**src/rtl/regfile_dump_reader.sv**
```systemverilog
// regfile_dump_reader: streams registers 0..NREG-1 as MSB-first bytes over valid/ready
//   clk      system clock
//   reset    asynchronous active-low reset
//   start    dump request, sampled only while idle
//   rd_addr  register file read address
//   rd_data  register file read data for rd_addr, same cycle
//   tx_data  byte to transmitter
//   tx_valid tx_data valid
//   tx_ready transmitter accepts byte
//   busy     high whenever not idle
//   done     one-cycle pulse after the last byte is accepted
module regfile_dump_reader #(
    parameter int B    = 32,
    parameter int W    = 5,
    parameter int NREG = 32
) (
    input  logic         clk,
    input  logic         reset,
    input  logic         start,
    output logic [W-1:0] rd_addr,
    input  logic [B-1:0] rd_data,
    output logic [7:0]   tx_data,
    output logic         tx_valid,
    input  logic         tx_ready,
    output logic         busy,
    output logic         done
);
    localparam int NB = B / 8;
    localparam int CW = NB > 1 ? $clog2(NB) : 1;
    typedef enum logic [1:0] {IDLE, LOAD, SEND, DONE} state_t;
    state_t       state;
    logic [B-1:0] sr;
    logic [CW-1:0] byte_cnt;
    assign tx_data = sr[B-1 -: 8];
    always_ff @(posedge clk or negedge reset) begin
        if (!reset) begin
            state    <= IDLE;
            rd_addr  <= '0;
            sr       <= '0;
            byte_cnt <= '0;
            tx_valid <= 1'b0;
            busy     <= 1'b0;
            done     <= 1'b0;
        end else begin
            case (state)
                IDLE: if (start) begin
                    rd_addr <= '0;
                    busy    <= 1'b1;
                    state   <= LOAD;
                end
                LOAD: begin
                    sr       <= rd_data;
                    byte_cnt <= '0;
                    tx_valid <= 1'b1;
                    state    <= SEND;
                end
                // tx_valid is always high here, so tx_ready alone marks acceptance
                SEND: if (tx_ready) begin
                    if (byte_cnt != CW'(NB - 1)) begin
                        sr       <= sr << 8;
                        byte_cnt <= byte_cnt + 1'b1;
                    end else begin
                        tx_valid <= 1'b0;
                        if (rd_addr == W'(NREG - 1)) begin
                            done  <= 1'b1;
                            state <= DONE;
                        end else begin
                            rd_addr <= rd_addr + 1'b1;
                            state   <= LOAD;
                        end
                    end
                end
                DONE: begin
                    done  <= 1'b0;
                    busy  <= 1'b0;
                    state <= IDLE;
                end
                default: state <= IDLE;
            endcase
        end
    end
endmodule

```
**config.mk**
```make
export PLATFORM = sky130hd
export DESIGN_NAME = regfile_dump_reader
export DESIGN_NICKNAME = d
export VERILOG_FILES = /design/src/rtl/regfile_dump_reader.sv
export SDC_FILE = /design/constraint.sdc
export NUM_CORES = 1
export LEC_CHECK = 0
export ABC_AREA = 1
export CAP_MARGIN = 20
export CORE_AREA = 2 2 68 70
export DETAILED_ROUTE_END_ITERATION = 10
export DIE_AREA = 0 0 70 72
export PLACE_DENSITY = 0.82
export SYNTH_ARGS = -nofsm -noshare
export SYNTH_HDL_FRONTEND = slang
export SYNTH_SLANG_ARGS = --single-unit
```
**constraint.sdc**
```tcl
create_clock -name clk -period 4.3 [get_ports clk]
set_input_delay 0.86 -clock clk [delete_from_list [all_inputs] [get_ports clk]]
set_output_delay 0.86 -clock clk [all_outputs]
set_load 0.05 [all_outputs]
```
# After elaboration in Yosys (flattened, before gate mapping)
# Index checks and enable logic that the tools add are counted.
# Widths: inputs -> output; s select.
dict set report classes {
  n_addsub 2
  n_eq_ne 11
  n_reduce_logical 11
  muxes 25
}
# op count
set op_table {}
lappend op_table {{$mux 32} 2}
lappend op_table {{$pmux 32 s2} 1}
lappend op_table {{$mux 5} 4}
lappend op_table {{$ne 2x2->1 const B} 7}
lappend op_table {{$mux 2} 6}
lappend op_table {{$pmux 5 s2} 1}
lappend op_table {{$reduce_and 3->1} 3}
lappend op_table {{$pmux 2 s4} 1}
lappend op_table {{$reduce_bool 2->1} 4}
lappend op_table {{$mux 1} 6}
lappend op_table {{$pmux 1 s2} 3}
lappend op_table {{$add 5x1->5 const B} 1}
lappend op_table {{$eq 5x5->1 const B} 1}
lappend op_table {{$reduce_and 5->1} 1}
lappend op_table {{$eq 2x2->1 const B} 2}
lappend op_table {{$pmux 2 s2} 1}
lappend op_table {{$reduce_and 4->1} 1}
lappend op_table {{$add 2x1->2 const B} 1}
lappend op_table {{$eq 2x1->1 const B} 1}
lappend op_table {{$logic_not 2->1} 1}
lappend op_table {{$reduce_and 2->1} 1}
dict set report totals {
  word_cells 56
  ff_bits 44
}

# Depth between registers and ports, before layout
dict set report logic_depth {
  ltp_word 5
  ltp_mapped 9
}

# Worst setup path after synthesis
# Ideal clock, no wire load.
dict set report synth_timing {
  path_type {flip-flop to flip-flop}
  from {register rd_addr[0]}
  to {register rd_addr[0]}
  arrival_ps 1669
  period_less_slack_ps 1818
  path_slack_ps 2482
  path_stages_with_launch 9
  n_path_buf 0
  cell_sequence {dfrtp_1 -> ha_1 -> nand2_1 -> nor2_1 -> ha_1 -> a21oi_1 -> nand3_1 -> nand2_1 -> o21ai_0}
}
dict set report synth_via {
  elab_chain_len 5
  elab_cells_between_ends 8
}
# item line_no
set synth_lines {}
lappend synth_lines {{from (decl)} 20} ;# output logic [W-1:0] rd_addr,
lappend synth_lines {{from (signal assigned)} 68} ;# rd_addr <= rd_addr + 1'b1;
lappend synth_lines {{$add 5x1->5} 68}
lappend synth_lines {{$mux 5} 64} ;# if (rd_addr == W'(NREG - 1)) begin
lappend synth_lines {{$mux 5} 59} ;# if (byte_cnt != CW'(NB - 1)) begin
lappend synth_lines {{$mux 5} 58} ;# SEND: if (tx_ready) begin
lappend synth_lines {{$pmux 5 s2} 45} ;# case (state)
# Several ways; a longest one is shown, not always the timed one. The select of a mux whose other input is x is not followed.
# A chain may end at the register's enable or synchronous reset.

# Final worst setup path
dict set report layout_timing {
  from {register rd_addr[0]}
  to {output rd_addr[0]}
}
# No word-level cell between the ends.

==> key figures <==
Pwr
  • Leak Pwr: 1.310 nW
  • Max rail drop VDD: 0.0002909 V
  • PwrDens: 638.2 nW/um^2
  • Post-layout power: 0.001725 W

Setup path
  • Crit path max-delay family: buffers and inverters
  • Crit end category: output port
  • Cell with the largest stage delay on the worst path: clkdlybuf4s50_1
  • Crit-path max cell delay: 840 ps
  • Crit start category: register
  • R2r setup slk: 2550 ps
  • Critical Path RT: 3440 ps
  • Worst endpoint data arrival time: 1580 ps
  • CP Class: register to output port
  • CP Max Fanout: 6
  • Crit path buffers/inverters: 1
  • Crit-path cells: clkdlybuf4s50_1

GRT
  • Global-route wire length before repair: 7079 um
  • Largest net degree at the start of global routing: 50
  • Vias in the first global route: 1617
  • Initial antenna violation count: 0
  • Tot GR Track Use: 0.1770
  • Grt ovf: 0

Route
  • Total number of vias: 1739
  • Total wire length: 4037 um
  • TritonRoute pass-1 iters: 4
  • DRC: 0
  • Mean number of vias per cell: 4.777
  • Post-DR wirelength/cell: 11.09 um
  • Post-route ant nets: 0
  • Drt first-iter violations: 92

Cells and area
  • Final Core Density: 0.6338
  • Diodes inserted: 0
  • Share of layout cells above drive strength 1: 0.07372
  • Most frequent cells in the layout: nand2_1, clkdlybuf4s50_1, o21ai_0
  • Final #Nets: 350
  • Commonest non-fill, non-tap cell in the layout: nand2_1
  • Area Growth Syn to Fin: 23.43%

Yosys
  • Cell variety after synth: 20
  • Post-synthesis sequential area ratio: 0.5029
  • Mapped Area: 2190 um^2
  • Yosys Warn Count: 0
  • Syn_nets: 309
  • Syn Inst Count: 270
  • Post-Syn Area per Cell: 8.110 um^2
  • FF+latch count, synth: 44

Timing
  • Final setup viols: 0
  • Fin. Hold Viols: 0
  • Min Hold Slack: 477.7 ps
  • Slew HR: 0.3785
  • Min cycle time layout: 2441 ps
  • RSZ-0062 raised after global routing: no
  • Slew @ Worst Pin: 932.3 ps
  • Max Clk Rate: 0.4097 GHz
  • Max-slew violation count: 0
  • Final WS setup: 1859 ps
  • Setup Skew: 4.411 ps
  • Final Cycle Share: 0.5676
  • Setup_tns: 0 ps

Clock tree
  • Inserted Clock Buffers: 5
  • Clock Latency Late Sink: 300 ps
  • Buffer count from post-CTS setup fixing: 0
  • Post-CTS sizing: 0
  • TritonCTS clock tree: yes
  • CTS clock-pin slew for the worst setup and hold paths: 80 ps
  • Clk buf depth: 2
  • H-tree Lvls: 2
  • TritonCTS Sinks: 44
  • Hold bufs inserted after CTS: 0
  • CTS Root Cell: clkbuf_8

Placement
  • Input/output buffers: 51
  • Dpl ws: 1832 ps
  • Post-detail-place hpwl: 2817 um
  • Routability cong.: 0.8809

Die
  • Die Y: 72 um
  • I/O pin count: 52
  • Core box area: 4264 um^2
  • Die Span X: 70 um
  • Die area: 5040 um^2
  • Initial core utilization: 0.5135
  • Site row count: 24

Hold path
  • Hold Crit Class: register to register

Flow run
  • Max Cap Viol: 0

Outcome
  • Status: complete, no violations
-- area by class of cell --
class / count / area, um^2
Tap cell: 52 / 65.06
Timing Repair Buffer: 52 / 513.0
Clock inverter: 2 / 10.01
Inverter: 32 / 120.1
Fill cell: 375 / 1562
Multi-Input combinational cell: 176 / 810.8
Clock buffer: 6 / 82.58
Sequential cell: 44 / 1101
-- tightest hold or removal path, delay by kind of cell (launching register included) --
kind,cells,cell delay (ps)
DFF,1,350
and+or+nand+nor,2,100
-- metal layers --
layer | track usage | up-vias | wire length [um]
li1 | - | 914 | -
met1 | 0.2391 | 774 | 1918
met2 | 0.2836 | 47 | 1889
met3 | 0.04444 | 4 | 205
met4 | 0.05769 | 0 | 24
met5 | 0 | - | 0
-- power by group --
part | internal (W) | switching [W] | total (W)
Combinational | 0.000263 | 0.000553 | 0.000816
Sequential | 0.000571 | 0.0000744 | 0.000646
Clock | 0.000128 | 0.000135 | 0.000263
Total | 0.000962 | 0.000762 | 0.00172
-- metrics by stage --
stage	cell area, um^2	instances
floorplan	2190	270
global placement	2610	356
detailed placement	2610	356
CTS	2703	364
global route	2703	364
finish	2703	364
-- state kept, by name (all words and copies together) (netlist names) --
register	flops
rd_addr	5
tx_valid	1
byte_cnt	2
done	1
sr	32
busy	1
state	2
-- path summary, 6_finish.rpt --
path / startpoint / endpoint / cells past startpoint
max: rd_addr[0] / rd_addr[0] / 1
min: done / done / 2
max reg2reg: rd_addr[0] / rd_addr[2] / 8
min reg2reg: done / done / 2
max in group asynchronous: reset / sr[25] / 1
min in group asynchronous: reset / state[0] / 1
-- synthesized netlist by cell type --
master | instances | area share
nor2_1 | 5 | 0.0086
clkbuf_1 | 2 | 0.0034
nand4_1 | 1 | 0.0029
or2_2 | 1 | 0.0029
nand2_2 | 1 | 0.0029
inv_1 | 28 | 0.048
nand2_1 | 99 | 0.17
ha_1 | 3 | 0.017
buf_12 | 3 | 0.027
inv_2 | 4 | 0.0069
o21ai_1 | 2 | 0.0046
dfrtp_1 | 44 | 0.50
o21ai_2 | 4 | 0.016
nand3_1 | 9 | 0.021
buf_2 | 3 | 0.0069
nand2_4 | 1 | 0.0051
nor2_4 | 2 | 0.010
a21oi_1 | 1 | 0.0023
o21ai_0 | 47 | 0.11
buf_4 | 10 | 0.034
-- cells by family (layout without fill, tap and decap cells) --
logic type | count (synthesis) | count (layout) | synth area share
compound gates | 54 | 54 | 0.1303
fa+ha+maj | 3 | 3 | 0.01714
buf+inv | 50 | 92 | 0.1269
flops | 44 | 44 | 0.5029
simple gates | 119 | 119 | 0.2229
No activity file was read; power rests on OpenSTA's default activity.
